[config.mk]
export PLATFORM = sky130hd
export DESIGN_NAME = acc_engine
export DESIGN_NICKNAME = d
export VERILOG_FILES = /design/src/rtl/acc_pkg.sv /design/src/rtl/acc_seq_mul.sv /design/src/rtl/acc_engine.sv
export SDC_FILE = /design/constraint.sdc
export NUM_CORES = 2
export LEC_CHECK = 0
export ABC_AREA = 1
export CAP_MARGIN = 20
export CORE_ASPECT_RATIO = 1.1
export CORE_UTILIZATION = 57
export DETAILED_ROUTE_END_ITERATION = 10
export PLACE_DENSITY = 0.81
export SKIP_CTS_REPAIR_TIMING = 1
export SLEW_MARGIN = 15
export SYNTH_ARGS = -nofsm -noshare
export SYNTH_HDL_FRONTEND = slang
export SYNTH_SLANG_ARGS = --single-unit
[constraint.sdc]
create_clock -name clk -period 6.3 [get_ports clk]
set_clock_uncertainty 0.1 [all_clocks]
set_input_delay 1.26 -clock clk [delete_from_list [all_inputs] [get_ports clk]]
set_output_delay 1.26 -clock clk [all_outputs]
set_load 0.02 [all_outputs]
[src/rtl/acc_pkg.sv]
// Shared definitions for the accelerator MAC engine: funct codes, instruction
// field positions, FSM state type and a magnitude helper.
package acc_pkg;

  localparam logic [5:0] FN_MACU = 6'd0;
  localparam logic [5:0] FN_MACS = 6'd1;
  localparam logic [5:0] FN_CLR  = 6'd2;
  localparam logic [5:0] FN_RDL  = 6'd3;
  localparam logic [5:0] FN_RDH  = 6'd4;

  localparam int unsigned RD_MSB = 15;
  localparam int unsigned RD_LSB = 11;
  localparam int unsigned FN_MSB = 5;
  localparam int unsigned FN_LSB = 0;

  typedef enum logic [1:0] {IDLE, MUL, ADD} state_e;

  // 0x80000000 maps to itself, which is correct when read as unsigned 2^31.
  function automatic logic [31:0] mag32(input logic [31:0] v);
    return v[31] ? (~v + 32'd1) : v;
  endfunction

endpackage

[src/rtl/acc_seq_mul.sv]
// Four-step 32x8 iterative unsigned multiplier: one byte of B per cycle after start.
module acc_seq_mul
  import acc_pkg::*;
(
  input  logic        clk,
  input  logic        reset,
  input  logic        start_i,
  input  logic [31:0] a_i,
  input  logic [31:0] b_i,
  output logic [63:0] prod_o,
  output logic        last_o
);

  logic [31:0] a_q, b_q;
  logic [63:0] prod_q, prod_d;
  logic [1:0]  cnt_q;
  logic        active_q;
  logic [7:0]  b_byte;
  logic [39:0] partial;

  always_comb begin
    b_byte  = b_q[{cnt_q, 3'b000} +: 8];
    partial = {8'b0, a_q} * {32'b0, b_byte};
    prod_d  = prod_q + ({24'b0, partial} << {cnt_q, 3'b000});
  end

  always_ff @(posedge clk) begin
    if (reset) begin
      a_q      <= '0;
      b_q      <= '0;
      prod_q   <= '0;
      cnt_q    <= '0;
      active_q <= 1'b0;
    end else if (start_i) begin
      a_q      <= a_i;
      b_q      <= b_i;
      prod_q   <= '0;
      cnt_q    <= '0;
      active_q <= 1'b1;
    end else if (active_q) begin
      prod_q <= prod_d;
      cnt_q  <= cnt_q + 2'd1;
      if (cnt_q == 2'd3) active_q <= 1'b0;
    end
  end

  assign prod_o = prod_q;
  // High during the cycle whose edge performs the final step.
  assign last_o = active_q && (cnt_q == 2'd3);

endmodule

[src/rtl/acc_engine.sv]
// Accelerator bypass responder: 64-bit MAC accumulator with CLR/RDL/RDH, fed by a
// one-cycle instruction hand-off; all outputs registered.
module acc_engine
  import acc_pkg::*;
(
  input  logic        clk,
  input  logic        reset,
  input  logic        accbypassA,
  input  logic [31:0] fullinstructionA,
  input  logic [31:0] rs_data,
  input  logic [31:0] rt_data,
  output logic        busy,
  output logic        done,
  output logic        wb_valid,
  output logic [4:0]  wb_rd,
  output logic [31:0] wb_data,
  output logic        err_illegal,
  output logic        overrun
);

  state_e      state_q;
  logic [63:0] acc_q;
  logic        sign_q;
  logic        busy_q, done_q, wb_valid_q, err_q, overrun_q;
  logic [4:0]  wb_rd_q;
  logic [31:0] wb_data_q;

  logic [5:0]  funct;
  logic [4:0]  rd;
  logic        is_mac, is_macs, mul_start, mul_last;
  logic [31:0] op_a, op_b;
  logic [63:0] prod;

  always_comb begin
    funct     = fullinstructionA[FN_MSB:FN_LSB];
    rd        = fullinstructionA[RD_MSB:RD_LSB];
    is_macs   = (funct == FN_MACS);
    is_mac    = (funct == FN_MACU) || is_macs;
    mul_start = (state_q == IDLE) && accbypassA && is_mac;
    op_a      = is_macs ? mag32(rs_data) : rs_data;
    op_b      = is_macs ? mag32(rt_data) : rt_data;
  end

  acc_seq_mul u_mul (
    .clk     (clk),
    .reset   (reset),
    .start_i (mul_start),
    .a_i     (op_a),
    .b_i     (op_b),
    .prod_o  (prod),
    .last_o  (mul_last)
  );

  always_ff @(posedge clk) begin
    if (reset) begin
      state_q    <= IDLE;
      acc_q      <= '0;
      sign_q     <= 1'b0;
      busy_q     <= 1'b0;
      done_q     <= 1'b0;
      wb_valid_q <= 1'b0;
      wb_rd_q    <= '0;
      wb_data_q  <= '0;
      err_q      <= 1'b0;
      overrun_q  <= 1'b0;
    end else begin
      done_q     <= 1'b0;
      wb_valid_q <= 1'b0;
      err_q      <= 1'b0;
      unique case (state_q)
        IDLE: begin
          if (accbypassA) begin
            if (is_mac) begin
              sign_q  <= is_macs && (rs_data[31] ^ rt_data[31]);
              busy_q  <= 1'b1;
              state_q <= MUL;
            end else begin
              done_q <= 1'b1;
              case (funct)
                FN_CLR: acc_q <= '0;
                FN_RDL: begin
                  wb_valid_q <= 1'b1;
                  wb_rd_q    <= rd;
                  wb_data_q  <= acc_q[31:0];
                end
                FN_RDH: begin
                  wb_valid_q <= 1'b1;
                  wb_rd_q    <= rd;
                  wb_data_q  <= acc_q[63:32];
                end
                default: err_q <= 1'b1;
              endcase
            end
          end
        end
        MUL: begin
          if (accbypassA) overrun_q <= 1'b1;
          if (mul_last) state_q <= ADD;
        end
        ADD: begin
          if (accbypassA) overrun_q <= 1'b1;
          acc_q   <= sign_q ? (acc_q - prod) : (acc_q + prod);
          done_q  <= 1'b1;
          busy_q  <= 1'b0;
          state_q <= IDLE;
        end
        default: state_q <= IDLE;
      endcase
    end
  end

  assign busy        = busy_q;
  assign done        = done_q;
  assign wb_valid    = wb_valid_q;
  assign wb_rd       = wb_rd_q;
  assign wb_data     = wb_data_q;
  assign err_illegal = err_q;
  assign overrun     = overrun_q;

endmodule

==> impl_metrics.json <==
{
  "portBuffers": 119,
  "synth.avg_cell_area_um2": 6.211,
  "antenna_cells": 0,
  "most-common-layout-cells": "nand2_1 (859), inv_1 (762), nor2_1 (646), buf_4 (571), a21oi_1 (325)",
  "cp_slowest_cell": "fa_1",
  "antenna_left": 0,
  "setup_viol": 55,
  "std_cell_rows": 88,
  "die_w_um": 222.1,
  "ys_warn_count": 0,
  "finalNetCount": 5984,
  "slowest_delay_ns": 0.57,
  "first_iter_violations": 3659,
  "drt-total-wl_mm": 124.0,
  "io_pins": 141,
  "min_period_ns": 7.548,
  "synthFlopType": "dfxtp_1",
  "start_kind": "register",
  "grt_overflow": 0,
  "async_flop_share_pct": 0,
  "cp_data_arrival_time_ns": 7.96,
  "coreArea_um2": 52520,
  "antenna_found_initial": 2,
  "fin_total_pwr_uw": 4959,
  "postSynthNetCount": 5366,
  "max-cap-violations": 0,
  "cts_tree": "yes",
  "timing.fmax_ghz": 0.1325,
  "worst_pin_slew_ns": 0.9195,
  "worstSkewPairLatency_ns": 0.63,
  "cellPowerDensity_nw_per_um2": 123.3,
  "initial_utilization_pct": 57.84,
  "track_usage_pct": 41.26,
  "seqPwrFrac_pct": 31.3,
  "cp_max_fo": 21,
  "crit_path_frequent_cell": "inv_1",
  "detail_route.wl_per_cell_um": 19.99,
  "place_ws_ns": -1.148,
  "hpwlAfterDp_mm": 91.79,
  "first_pass_iters": 8,
  "htree_levels": 1,
  "grt-busiest-layer": "met2",
  "p_sw_share_pct": 38.24,
  "synth_area_um2": 30380,
  "via_count": 36510,
  "peakVddDrop_uv": 244.0,
  "leakagePower_uw": 0.01897,
  "ys_seq_elements": 240,
  "cts_buffers": 31,
  "violations": "negative setup slack",
  "layout-drive-gt1-share_pct": 22.24,
  "synth-seq-area-share_pct": 15.82,
  "die_area_um2": 54220,
  "layout_setup_ws_ns": -1.248,
  "grt_max_degree": 69,
  "cts_root_buf": "clkbuf_16",
  "drc": 0,
  "p_int_uw": 3063,
  "max-slew-margin-rel_pct": 38.70,
  "rsz0062_at_grt": "yes",
  "crit_required_ns": 6.71,
  "clockPowerShare_pct": 38.2,
  "critPathCaptureType": "register",
  "final-max-slew-violation-count": 0,
  "hold_path.class": "register to register",
  "grt_pass1_vias": 33330,
  "gp_congestion": 1.073,
  "synth-edff-count": 0,
  "gr-usage-met2_pct": 67.16,
  "clock-sinks": 240,
  "use_met1_pct": 52.84,
  "path_class": "register to register",
  "min_period_over_period_pct": 119.8,
  "met3_usage_pct": 6.019,
  "cts_buffer_depth": 3,
  "final_common_cell": "nand2_1",
  "viasPerCell": 5.883,
  "die_y_um": 244.1,
  "area_delta_synth_final_pct": 32.44,
  "synth_cells": 4891,
  "cts.clk_slew.worst_paths_ns": 0.07,
  "p_comb_share_pct": 30.5,
  "hold_viol_final": 0,
  "grt_pass1_wl_mm": 176.5,
  "p_switching_uw": 1896,
  "ys_types": 58,
  "status": "complete, but fails checks"
}
## synth_stat cells, drive strengths merged, types with 8 or more instances
cell | count | share of area (%)
or2 | 17 | 0.36
nand4 | 43 | 0.93
and3 | 8 | 0.16
nand3 | 291 | 4.9
o21bai | 33 | 0.83
a21o | 32 | 0.79
clkbuf | 84 | 1.0
nand2 | 946 | 12
clkinv | 16 | 0.20
a21boi | 15 | 0.37
nor3 | 65 | 1.3
o21a | 15 | 0.37
inv | 809 | 10
fa | 182 | 12
nor4 | 29 | 0.62
o211ai | 12 | 0.31
xor2 | 99 | 2.9
nand3b | 18 | 0.44
a31oi | 50 | 1.0
xnor2 | 32 | 0.92
dfxtp | 240 | 16
ha | 194 | 8.0
buf | 53 | 0.79
o21ai | 377 | 6.3
nor2 | 763 | 9.7
a21oi | 417 | 7.0
o22ai | 20 | 0.41
## critical path, delay by kind of cell (launching register included)
| family | cells | cell delay (ns) |
|---|---|---|
| AOI/OAI and AO/OA | 4 | 0.54 |
| and+or+nand+nor | 17 | 2.03 |
| xor gates and xnor gates | 1 | 0.15 |
| adders and majority gates | 6 | 2.78 |
| DFF | 1 | 0.40 |
| buffers and inverters | 13 | 1.43 |
## cell families after synthesis
kind of cell | Yosys count | synth area share (%)
AO/OA/AOI/OAI | 993 | 18.06
adder cells (fa/ha/maj) | 376 | 19.98
AND/OR/NAND/NOR | 2187 | 30.28
XOR/XNOR | 131 | 3.777
multiplexers | 2 | 0.06590
buffers and inverters | 962 | 12.02
flip-flops | 240 | 15.82
## registers in the layout, indices dropped and copies added, names as in the netlist, 2 cells and up
signal        cells
acc_q            64
u_mul.prod_o     64
u_mul.a_q        32
u_mul.b_q        32
wb_data          32
wb_rd             5
state_q           2
u_mul.cnt_q       2
## metrics by stage
stage	TNS (ns)	hold WS [ns]	std cells	area (µm²)	util, %
final	-46.82	0.3707	6206	40230	76.61
after global routing	-59.26	0.3751	6206	40230	76.61
after CTS	-49.40	0.3599	6149	37340	71.10
after detailed placement	-46.89	0.3490	6094	36320	69.15
after global placement	-41.21	0.3425	6094	36320	69.15
after floorplan	0	0.3179	4891	30740	-
## per-layer routing
| layer | vias up | wire length [µm] |
|---|---|---|
| met5 | - | 0 |
| met4 | 0 | 8811 |
| met3 | 484 | 13260 |
| met2 | 2042 | 54730 |
| met1 | 17010 | 47240 |
| li1 | 16970 | - |
## cell type report
type / count / area [µm²]
Multi-Input combinational cell: 3689 / 24400
Fill cell: 3874 / 12290
Inverter: 825 / 3119
Tap cell: 675 / 844.6
Clock buffer: 34 / 787.0
Timing Repair Buffer: 722 / 6028
Sequential cell: 240 / 4811
Clock inverter: 21 / 240.2
## path summary, 6_finish.rpt
path,from,to,slack [ns],depth (start not counted)
hold reg to reg,u_mul.b_q[9],u_mul.b_q[9],0.37,2
hold / removal,u_mul.b_q[9],u_mul.b_q[9],0.37,2
setup reg to reg,u_mul.cnt_q[0],u_mul.prod_o[40],-1.25,41
setup / recovery,u_mul.cnt_q[0],u_mul.prod_o[40],-1.25,41
## power groups by stage
| stage | logic, µW | clock network (µW) | registers [µW] |
|---|---|---|---|
| CTS | 1430 | 1880 | 1550 |
| finish | 1510 | 1890 | 1550 |
| global route | 1640 | 1930 | 1550 |
| global placement | 1410 | 0 | 1580 |
| detailed placement | 1420 | 0 | 1580 |
| floorplan | 950 | 0 | 1580 |
Power figures use the tool's default switching activity.
